[src/rtl/riscv_pkg.sv]
// Shared RISC-V pipeline definitions: writeback source select, load funct3
// encodings and the MEM/WB pipeline register payload.
package riscv_pkg;

  localparam int unsigned XLEN   = 32;
  localparam int unsigned REG_AW = 5;
  localparam int unsigned CNT_W  = 64;

  // Writeback source; WB_RSVD is decoded the same as WB_ALU.
  typedef enum logic [1:0] {
    WB_ALU  = 2'd0,
    WB_LOAD = 2'd1,
    WB_PC4  = 2'd2,
    WB_RSVD = 2'd3
  } wb_sel_e;

  // Load funct3 encodings; anything else is treated as a word load.
  localparam logic [2:0] F3_LB  = 3'd0;
  localparam logic [2:0] F3_LH  = 3'd1;
  localparam logic [2:0] F3_LW  = 3'd2;
  localparam logic [2:0] F3_LBU = 3'd4;
  localparam logic [2:0] F3_LHU = 3'd5;

  // MEM/WB pipeline register contents.
  typedef struct packed {
    logic              valid;
    logic              reg_write;
    logic [REG_AW-1:0] rd;
    wb_sel_e           wb_sel;
    logic [2:0]        funct3;
    logic [XLEN-1:0]   alu_result;
    logic [XLEN-1:0]   rdata;
    logic [XLEN-1:0]   pc_plus4;
  } mem_wb_t;

  // True for the loads that access a single byte or halfword.
  function automatic logic is_half_load(input logic [2:0] f3);
    return (f3 == F3_LH) || (f3 == F3_LHU);
  endfunction

  function automatic logic is_byte_load(input logic [2:0] f3);
    return (f3 == F3_LB) || (f3 == F3_LBU);
  endfunction

endpackage

[src/rtl/load_align.sv]
// Load data alignment: extracts the addressed byte/halfword from an aligned
// memory word and sign- or zero-extends it to XLEN.
//   rdata       - raw aligned memory word
//   offset      - byte offset within the word (address[1:0])
//   funct3      - load type
//   load_data_c - aligned and extended load result (combinational)
module load_align
  import riscv_pkg::*;
(
  input  logic [XLEN-1:0] rdata,
  input  logic [1:0]      offset,
  input  logic [2:0]      funct3,
  output logic [XLEN-1:0] load_data_c
);

  logic [7:0]  byte_val;
  logic [15:0] half_val;

  // Byte lane select; halfword uses only offset[1].
  always_comb begin
    byte_val = 8'h00;
    unique case (offset)
      2'd0: byte_val = rdata[7:0];
      2'd1: byte_val = rdata[15:8];
      2'd2: byte_val = rdata[23:16];
      2'd3: byte_val = rdata[31:24];
      default: byte_val = rdata[7:0];
    endcase
    half_val = offset[1] ? rdata[31:16] : rdata[15:0];
  end

  // Extension by load type; undefined encodings behave as LW.
  always_comb begin
    load_data_c = rdata;
    unique case (funct3)
      F3_LB:   load_data_c = {{(XLEN-8){byte_val[7]}}, byte_val};
      F3_LBU:  load_data_c = {{(XLEN-8){1'b0}}, byte_val};
      F3_LH:   load_data_c = {{(XLEN-16){half_val[15]}}, half_val};
      F3_LHU:  load_data_c = {{(XLEN-16){1'b0}}, half_val};
      default: load_data_c = rdata;
    endcase
  end

endmodule

[src/rtl/mem_wb_stage.sv]
// MEM/WB pipeline stage: captures the MEM-stage instruction, then drives the
// register-file write port, misaligned-load trap and retired-instruction count.
//   clk, rst                - clock, synchronous active-high reset
//   mem_*                   - MEM-stage instruction fields
//   stall, flush            - hold the register / insert a bubble (flush wins)
//   rf_reg_write/addr/data  - register-file write port (decoded from register)
//   wb_valid, misalign_trap - retiring this cycle / load misaligned
//   instret                 - retired-instruction counter (registered)
module mem_wb_stage
  import riscv_pkg::*;
(
  input  logic              clk,
  input  logic              rst,
  input  logic              mem_valid,
  input  logic              mem_reg_write,
  input  logic [REG_AW-1:0] mem_rd,
  input  logic [1:0]        mem_wb_sel,
  input  logic [XLEN-1:0]   mem_alu_result,
  input  logic [XLEN-1:0]   mem_rdata,
  input  logic [XLEN-1:0]   mem_pc_plus4,
  input  logic [2:0]        mem_funct3,
  input  logic              stall,
  input  logic              flush,
  output logic              rf_reg_write,
  output logic [REG_AW-1:0] rf_write_addr,
  output logic [XLEN-1:0]   rf_write_data,
  output logic              wb_valid,
  output logic              misalign_trap,
  output logic [CNT_W-1:0]  instret
);

  mem_wb_t           wb_q;
  mem_wb_t           wb_d;
  logic [CNT_W-1:0]  instret_q;
  logic [XLEN-1:0]   load_data;
  logic [1:0]        offset;

  // Pack MEM-stage inputs into the register payload.
  always_comb begin
    wb_d            = '0;
    wb_d.valid      = mem_valid;
    wb_d.reg_write  = mem_reg_write;
    wb_d.rd         = mem_rd;
    wb_d.wb_sel     = wb_sel_e'(mem_wb_sel);
    wb_d.funct3     = mem_funct3;
    wb_d.alu_result = mem_alu_result;
    wb_d.rdata      = mem_rdata;
    wb_d.pc_plus4   = mem_pc_plus4;
  end

  // MEM/WB register: reset > flush > stall > capture. Flush drops only valid.
  always_ff @(posedge clk) begin
    if (rst) begin
      wb_q <= '0;
    end else if (flush) begin
      wb_q.valid <= 1'b0;
    end else if (!stall) begin
      wb_q <= wb_d;
    end
  end

  assign offset = wb_q.alu_result[1:0];

  load_align u_load_align (
    .rdata       (wb_q.rdata),
    .offset      (offset),
    .funct3      (wb_q.funct3),
    .load_data_c (load_data)
  );

  // Trap and retire decode from the captured instruction.
  always_comb begin
    misalign_trap = 1'b0;
    if (wb_q.valid && (wb_q.wb_sel == WB_LOAD)) begin
      if (is_half_load(wb_q.funct3)) begin
        misalign_trap = offset[0];
      end else if (!is_byte_load(wb_q.funct3)) begin
        misalign_trap = (offset != 2'd0);
      end
    end
    wb_valid     = wb_q.valid & ~misalign_trap;
    rf_reg_write = wb_valid & wb_q.reg_write & (wb_q.rd != REG_AW'(0));
  end

  // Writeback data select; reserved encoding falls through to ALU.
  always_comb begin
    rf_write_data = wb_q.alu_result;
    unique case (wb_q.wb_sel)
      WB_LOAD: rf_write_data = load_data;
      WB_PC4:  rf_write_data = wb_q.pc_plus4;
      default: rf_write_data = wb_q.alu_result;
    endcase
  end

  assign rf_write_addr = wb_q.rd;

  // Count on the edge the retiring instruction leaves WB, so a stalled
  // instruction is counted exactly once. Wraps naturally.
  always_ff @(posedge clk) begin
    if (rst) begin
      instret_q <= '0;
    end else if (wb_valid && !stall) begin
      instret_q <= instret_q + CNT_W'(1);
    end
  end

  assign instret = instret_q;

endmodule

[config.mk]
export PLATFORM = sky130hd
export DESIGN_NAME = mem_wb_stage
export DESIGN_NICKNAME = d
export VERILOG_FILES = /design/src/rtl/riscv_pkg.sv /design/src/rtl/load_align.sv /design/src/rtl/mem_wb_stage.sv
export SDC_FILE = /design/constraint.sdc
export NUM_CORES = 1
export LEC_CHECK = 0
export CAP_MARGIN = 20
export CORE_MARGIN = 3
export CORE_UTILIZATION = 50
export CTS_BUF_LIST = sky130_fd_sc_hd__clkbuf_4 sky130_fd_sc_hd__clkbuf_8
export DETAILED_ROUTE_END_ITERATION = 16
export PLACE_DENSITY = 0.88
export SETUP_SLACK_MARGIN = 0.15
export SLEW_MARGIN = 40
export SYNTH_ARGS = -nofsm -noshare
export SYNTH_HDL_FRONTEND = slang
export SYNTH_SLANG_ARGS = --single-unit
[constraint.sdc]
create_clock -name clk -period 2.6 [get_ports clk]
set_input_delay 0.26 -clock clk [delete_from_list [all_inputs] [get_ports clk]]
set_output_delay 0.26 -clock clk [all_outputs]
set_load 0.02 [all_outputs]
======== After elaboration in Yosys (flattened, before gate mapping) ========
Cells that the tools add are included.
cells by class
  add/subtract/negate cells ............... 1
  eq/ne operators ......................... 8
  multiplexer cells ....................... 7
  bitwise logic cells ..................... 6
  reductions and logical operators ........ 11
operators by type and width
  cell                                           number
  one-hot mux 32 bit (4 select lines)            1
  adder 64 x 1 -> 64 bit, second input constant  1
  one-hot mux 32 bit (2 select lines)            1
  one-hot mux 8 bit (4 select lines)             1
  2-to-1 mux 16 bit                              1
  == test 2 bit, second input constant           3
  == test 3 bit, second input constant           2
  nonzero test 5 bit                             1
  == test 2 x 1 -> 1 bit, second input constant  2
  bitwise AND 1 bit                              3
  == test 3 x 1 -> 1 bit, second input constant  1
  logical NOT 3 bit                              1
  2-to-1 mux 1 bit                               3
  NOT 1 bit                                      3
  logical AND 1 bit                              2
  logical NOT 2 bit                              1
  logical OR 1 bit                               2
  AND reduction 2 bit                            1
  nonzero test 2 bit                             1
  OR reduction 2 bit                             1
  logical NOT 1 bit                              1
storage, ports and cells
  flip-flop bits (word level) ............. 172
  bits of input ports ..................... 112
  output and inout bits ................... 104
  word-level logic and storage cells ...... 42

======== Longest topological paths before layout ========
  depth after elaboration ................. 9
  gate-level depth with buffers ........... 10
  depth with buffers taken out ............ 7

======== By module ========
Synthesis repeated with hierarchy kept, for this count alone.
second synthesis, totals
  cell total of the unflattened synthesis .. 1094
  area, all modules ....................... 8252.9 sq um
by module, submodules not included
  module        times used  cells each  area an instance (sq um)  seq. area each (sq um)
  mem_wb_stage  1           983         7584.8                    3443.3
  load_align    1           111         668.1                     0.0

======== Worst setup path before layout ========
Ideal clock, no wire load.
  kind .................................... register to register
  from .................................... register instret_q[24], in the netlist instret[24]
  to ...................................... register instret_q[63], in the netlist instret[63]
  setup time .............................. 0.121 ns
  data arrival time ....................... 2.122 ns
  data required time ...................... 2.479 ns
  setup slack ............................. 0.358 ns
  stages on the path, launching flop included .. 7
  buffers on the path ..................... 1
  period minus slack after synthesis ...... 2.242 ns
  path through ............................ dfxtp_1 nand4_1 nor4_2 nand2_1 buf_6 nor4_1 mux2_2
on the way
  longest elaborated chain between the ends .. 1
ends and longest elaborated chain
  element                 line                 source
  from (decl)             mem_wb_stage.sv:34   logic [CNT_W-1:0] instret_q;
  from (signal assigned)  mem_wb_stage.sv:103  instret_q <= instret_q + CNT_W'(1);
  adder 64 x 1 -> 64 bit  mem_wb_stage.sv:103
No other way between the ends.
A chain may end at the register's enable or synchronous reset.

======== Worst setup path after layout ========
  from .................................... register wb_q (netlist bit offset[1])
  to ...................................... output port rf_write_data[21]
on the way
  longest elaborated chain between the ends .. 4
  elaborated cells between the ends (all ways) .. 8
  classes of those cells .................. eq/ne (3); mux (4); reduce/logical (1)
ends and longest elaborated chain
  element                                  line                source
  from (decl)                              mem_wb_stage.sv:32  mem_wb_t wb_q;
  from (signal assigned)                   mem_wb_stage.sv:58  wb_q <= wb_d;
  == test 2 bit (tied with other cells)    load_align.sv:22    unique case (offset)
  one-hot mux 8 bit (4 select lines)       load_align.sv:22
  one-hot mux 32 bit (4 select lines) (*)  load_align.sv:35    unique case (funct3)
  one-hot mux 32 bit (2 select lines) (*)  mem_wb_stage.sv:88  unique case (wb_q.wb_sel)
  to (decl)                                mem_wb_stage.sv:26  output logic [XLEN-1:0] rf_write_data,
Mark *: on every way between the ends. The rest lies on a longest branch, timed or not.

==> flow_summary.json <==
{
  "ios": 216,
  "critical_path.startpoint_type": "flop",
  "syn_nets": 1176,
  "avgViaCountPerCell": 5.85,
  "worstMarginPinSlew_ns": 0.850,
  "cts_hold_buf": 0,
  "wl_per_cell_um": 18.2,
  "cts_tree": "yes",
  "path_buf_inv": 3,
  "multi_input_area_um2": 4360,
  "syn_avg_cell_area_um2": 7.59,
  "die_y_um": 133,
  "p_sw_mw": 1.47,
  "layout_common_cells": "285 x nand2_1, 179 x clkdlybuf4s50_1, 166 x a21oi_1, 166 x dfxtp_1, 57 x nor2_1",
  "fillers": 1204,
  "vias": 8738,
  "regArea_um2": 3460,
  "yosysSeqAreaShare": 0.427,
  "hold_path.class": "in -> reg",
  "seq_power_share": 0.484,
  "grt_setup_unrepaired": "yes",
  "cts_made_buffers": 17,
  "io_buffers": 215,
  "yosys.cell_types.count": 50,
  "netlist_area_um2": 8060,
  "crit_top_cell": "buf_4",
  "setup_viol": 0,
  "cts.sinks": 172,
  "clk_latency_ns": 0.46,
  "fin_worst_skew_ns": 0.00879,
  "antenna_found_initial": 2,
  "powerDensity_nw_per_um2": 514,
  "cpMaxStageDelayCell": "dfxtp_4",
  "placed_cells": 1450,
  "peakVddDrop_uv": 351,
  "utilization": 0.719,
  "fin_cells": 1493,
  "status": "finished, final reports clean",
  "slew_headroom": 0.433,
  "gp_congestion": 0.989,
  "antenna_left": 0,
  "path_clk_slew_ns": 0.09,
  "cpLargestDelayFamily": "compound AO/OA/AOI/OAI gates",
  "end_kind": "output pin",
  "track_usage": 0.284,
  "critPathArrivalTime_ns": 2.32,
  "worstPathCellList": "mux2_4 > a2bb2oi_4 > a21oi_2 > o21ai_2 > buf_4 > buf_8 > o221ai_2 > buf_4",
  "drtIter0Drc": 918,
  "hpwl_um": 18100,
  "die-area_um2": 17700,
  "p_leak_nw": 3.95,
  "wl_um": 27200,
  "drv_cap": 0,
  "fin_crit_ns": 2.58,
  "route.detailed.drc": 0,
  "crit_type": "reg -> out",
  "max_freq_mhz": 387,
  "clock_path_buffers": 2,
  "cts-root-buf": "clkbuf_8",
  "yosys_warnings": 0,
  "path_max_fanout": 8,
  "drv_slew": 0,
  "final_common_cell": "nand2_1",
  "netlist_instances": 1061,
  "grt_pass1_wl_um": 40900,
  "drive_above_1_share": 0.132,
  "power.share.switching": 0.257,
  "cp_slowest_stage_delay_ns": 0.41,
  "ys_ff_latch": 172,
  "syn_to_final_growth_pct": 38.2,
  "p_int_mw": 4.25,
  "p_comb_frac": 0.127,
  "grt.overflow.total": 0,
  "min_period_over_period": 0.994,
  "drtPass1Iterations": 6,
  "power_mw": 5.73,
  "grt_max_degree": 172,
  "grt_pass1_vias": 7867,
  "pwr-share-clk": 0.389,
  "hold_violations": 0,
  "final_nets": 1382,
  "coreArea_um2": 15500,
  "htree_num_levels": 4,
  "rows": 45,
  "die_w_um": 133,
  "critPathRequiredTime_ns": 2.34,
  "initial_utilization": 0.520
}
==> repair_timing <==
item / in CTS / in global routing
setup buffers: 0 / 6
setup endpoints to repair: 35 / 41
gates cloned: 0 / 3
gates resized for setup: 98 / 102
pin swaps: 0 / 16
==> cell type report <==
class | count | share of cell area
clock buffers | 20 | 0.0236
flip-flops and latches | 172 | 0.310
clock inverters | 12 | 0.0188
multi-input cells | 794 | 0.391
well taps | 211 | 0.0237
inverters | 20 | 0.00674
repair buffers | 262 | 0.225
diodes | 2 | 0.000449
==> final timing paths <==
| path | start | endpoint | slack, ns | depth (start not counted) |
|---|---|---|---|---|
| setup / recovery | offset[1] | rf_write_data[21] | 0.02 | 8 |
| hold / removal | rst | instret[63] | 0.17 | 3 |
| setup reg to reg | wb_q[100] | instret[35] | 0.27 | 8 |
| hold reg to reg | wb_q[71] | wb_q[71] | 0.46 | 2 |
==> power groups by stage <==
stage / combinational (mW) / clock (mW) / sequential [mW]
final: 0.727 / 2.23 / 2.77
after global placement: 0.693 / 0 / 2.82
after floorplan: 0.349 / 0 / 2.81
after CTS: 0.699 / 2.23 / 2.76
after detailed placement: 0.700 / 0 / 2.82
after global routing: 0.777 / 2.34 / 2.78
==> per-layer routing <==
layer	track usage	share of wire
met4	0.103	0.038
met5	0	0
met2	0.437	0.46
met1	0.367	0.39
met3	0.103	0.11
==> Yosys cell counts (all sizes together) <==
cell | number | area share
a22oi | 1 | 0.00093
o31ai | 8 | 0.0075
or3 | 21 | 0.017
clkinv | 1 | 0.00047
or3b | 1 | 0.0011
or2 | 3 | 0.0023
ha | 3 | 0.0047
nor4 | 12 | 0.018
mux2 | 9 | 0.013
inv | 19 | 0.0089
nand3 | 29 | 0.020
mux2i | 2 | 0.0025
nor2b | 12 | 0.0093
clkbuf | 61 | 0.031
xor2 | 22 | 0.024
o221ai | 30 | 0.033
nor2 | 58 | 0.027
nand2b | 2 | 0.0016
nand4b | 6 | 0.0065
a21oi | 169 | 0.10
o21ai | 40 | 0.025
xnor2 | 5 | 0.0054
buf | 15 | 0.013
o211ai | 1 | 0.00093
or4 | 10 | 0.0093
and4 | 3 | 0.0033
nor4b | 1 | 0.0029
nor3 | 7 | 0.0043
and3 | 10 | 0.0081
o211a | 1 | 0.0012
o21a | 1 | 0.00093
nand2 | 286 | 0.13
nand3b | 2 | 0.0019
dfxtp | 172 | 0.43
a2bb2oi | 1 | 0.0011
nor3b | 1 | 0.00093
a211o | 1 | 0.0011
nand4 | 28 | 0.024
a31oi | 7 | 0.0054
==> through the flow <==
step	hold WS (ns)	worst slack [ns]	setup TNS [ns]	cell area (um2)
after floorplan	0.339	0.358	0	8060
after global placement	0.442	0.179	0	10500
after detailed placement	0.447	0.133	0	10500
after CTS	0.152	0.0486	0	11100
after global routing	0.175	-0.0323	-0.0884	11100
final	0.174	0.0155	0	11100
==> sequential cells by signal, indices dropped and copies added (netlist names) <==
name	cells
instret	64
wb_q	101
offset	2
rf_write_addr	5
==> worst min-delay path, stage by stage <==
cell and delay (ns):
buf_4 0.13, nor2_1 0.08, mux2_2 0.14
==> cells by family (layout without fill, tap and decap cells) <==
logic type                 count (synthesis)  after routing  share of synthesized area
AOI/OAI and AO/OA                        260            260                      0.182
xor gates and xnor gates                  27             27                     0.0293
adders and majority gates                  3              3                    0.00466
buffers and inverters                     96            314                     0.0528
DFF                                      172            172                      0.427
muxes                                     11             11                     0.0151
other                                      0              2                          0
and+or+nand+nor                          492            493                      0.289
No activity file was read; power rests on OpenSTA's default activity.
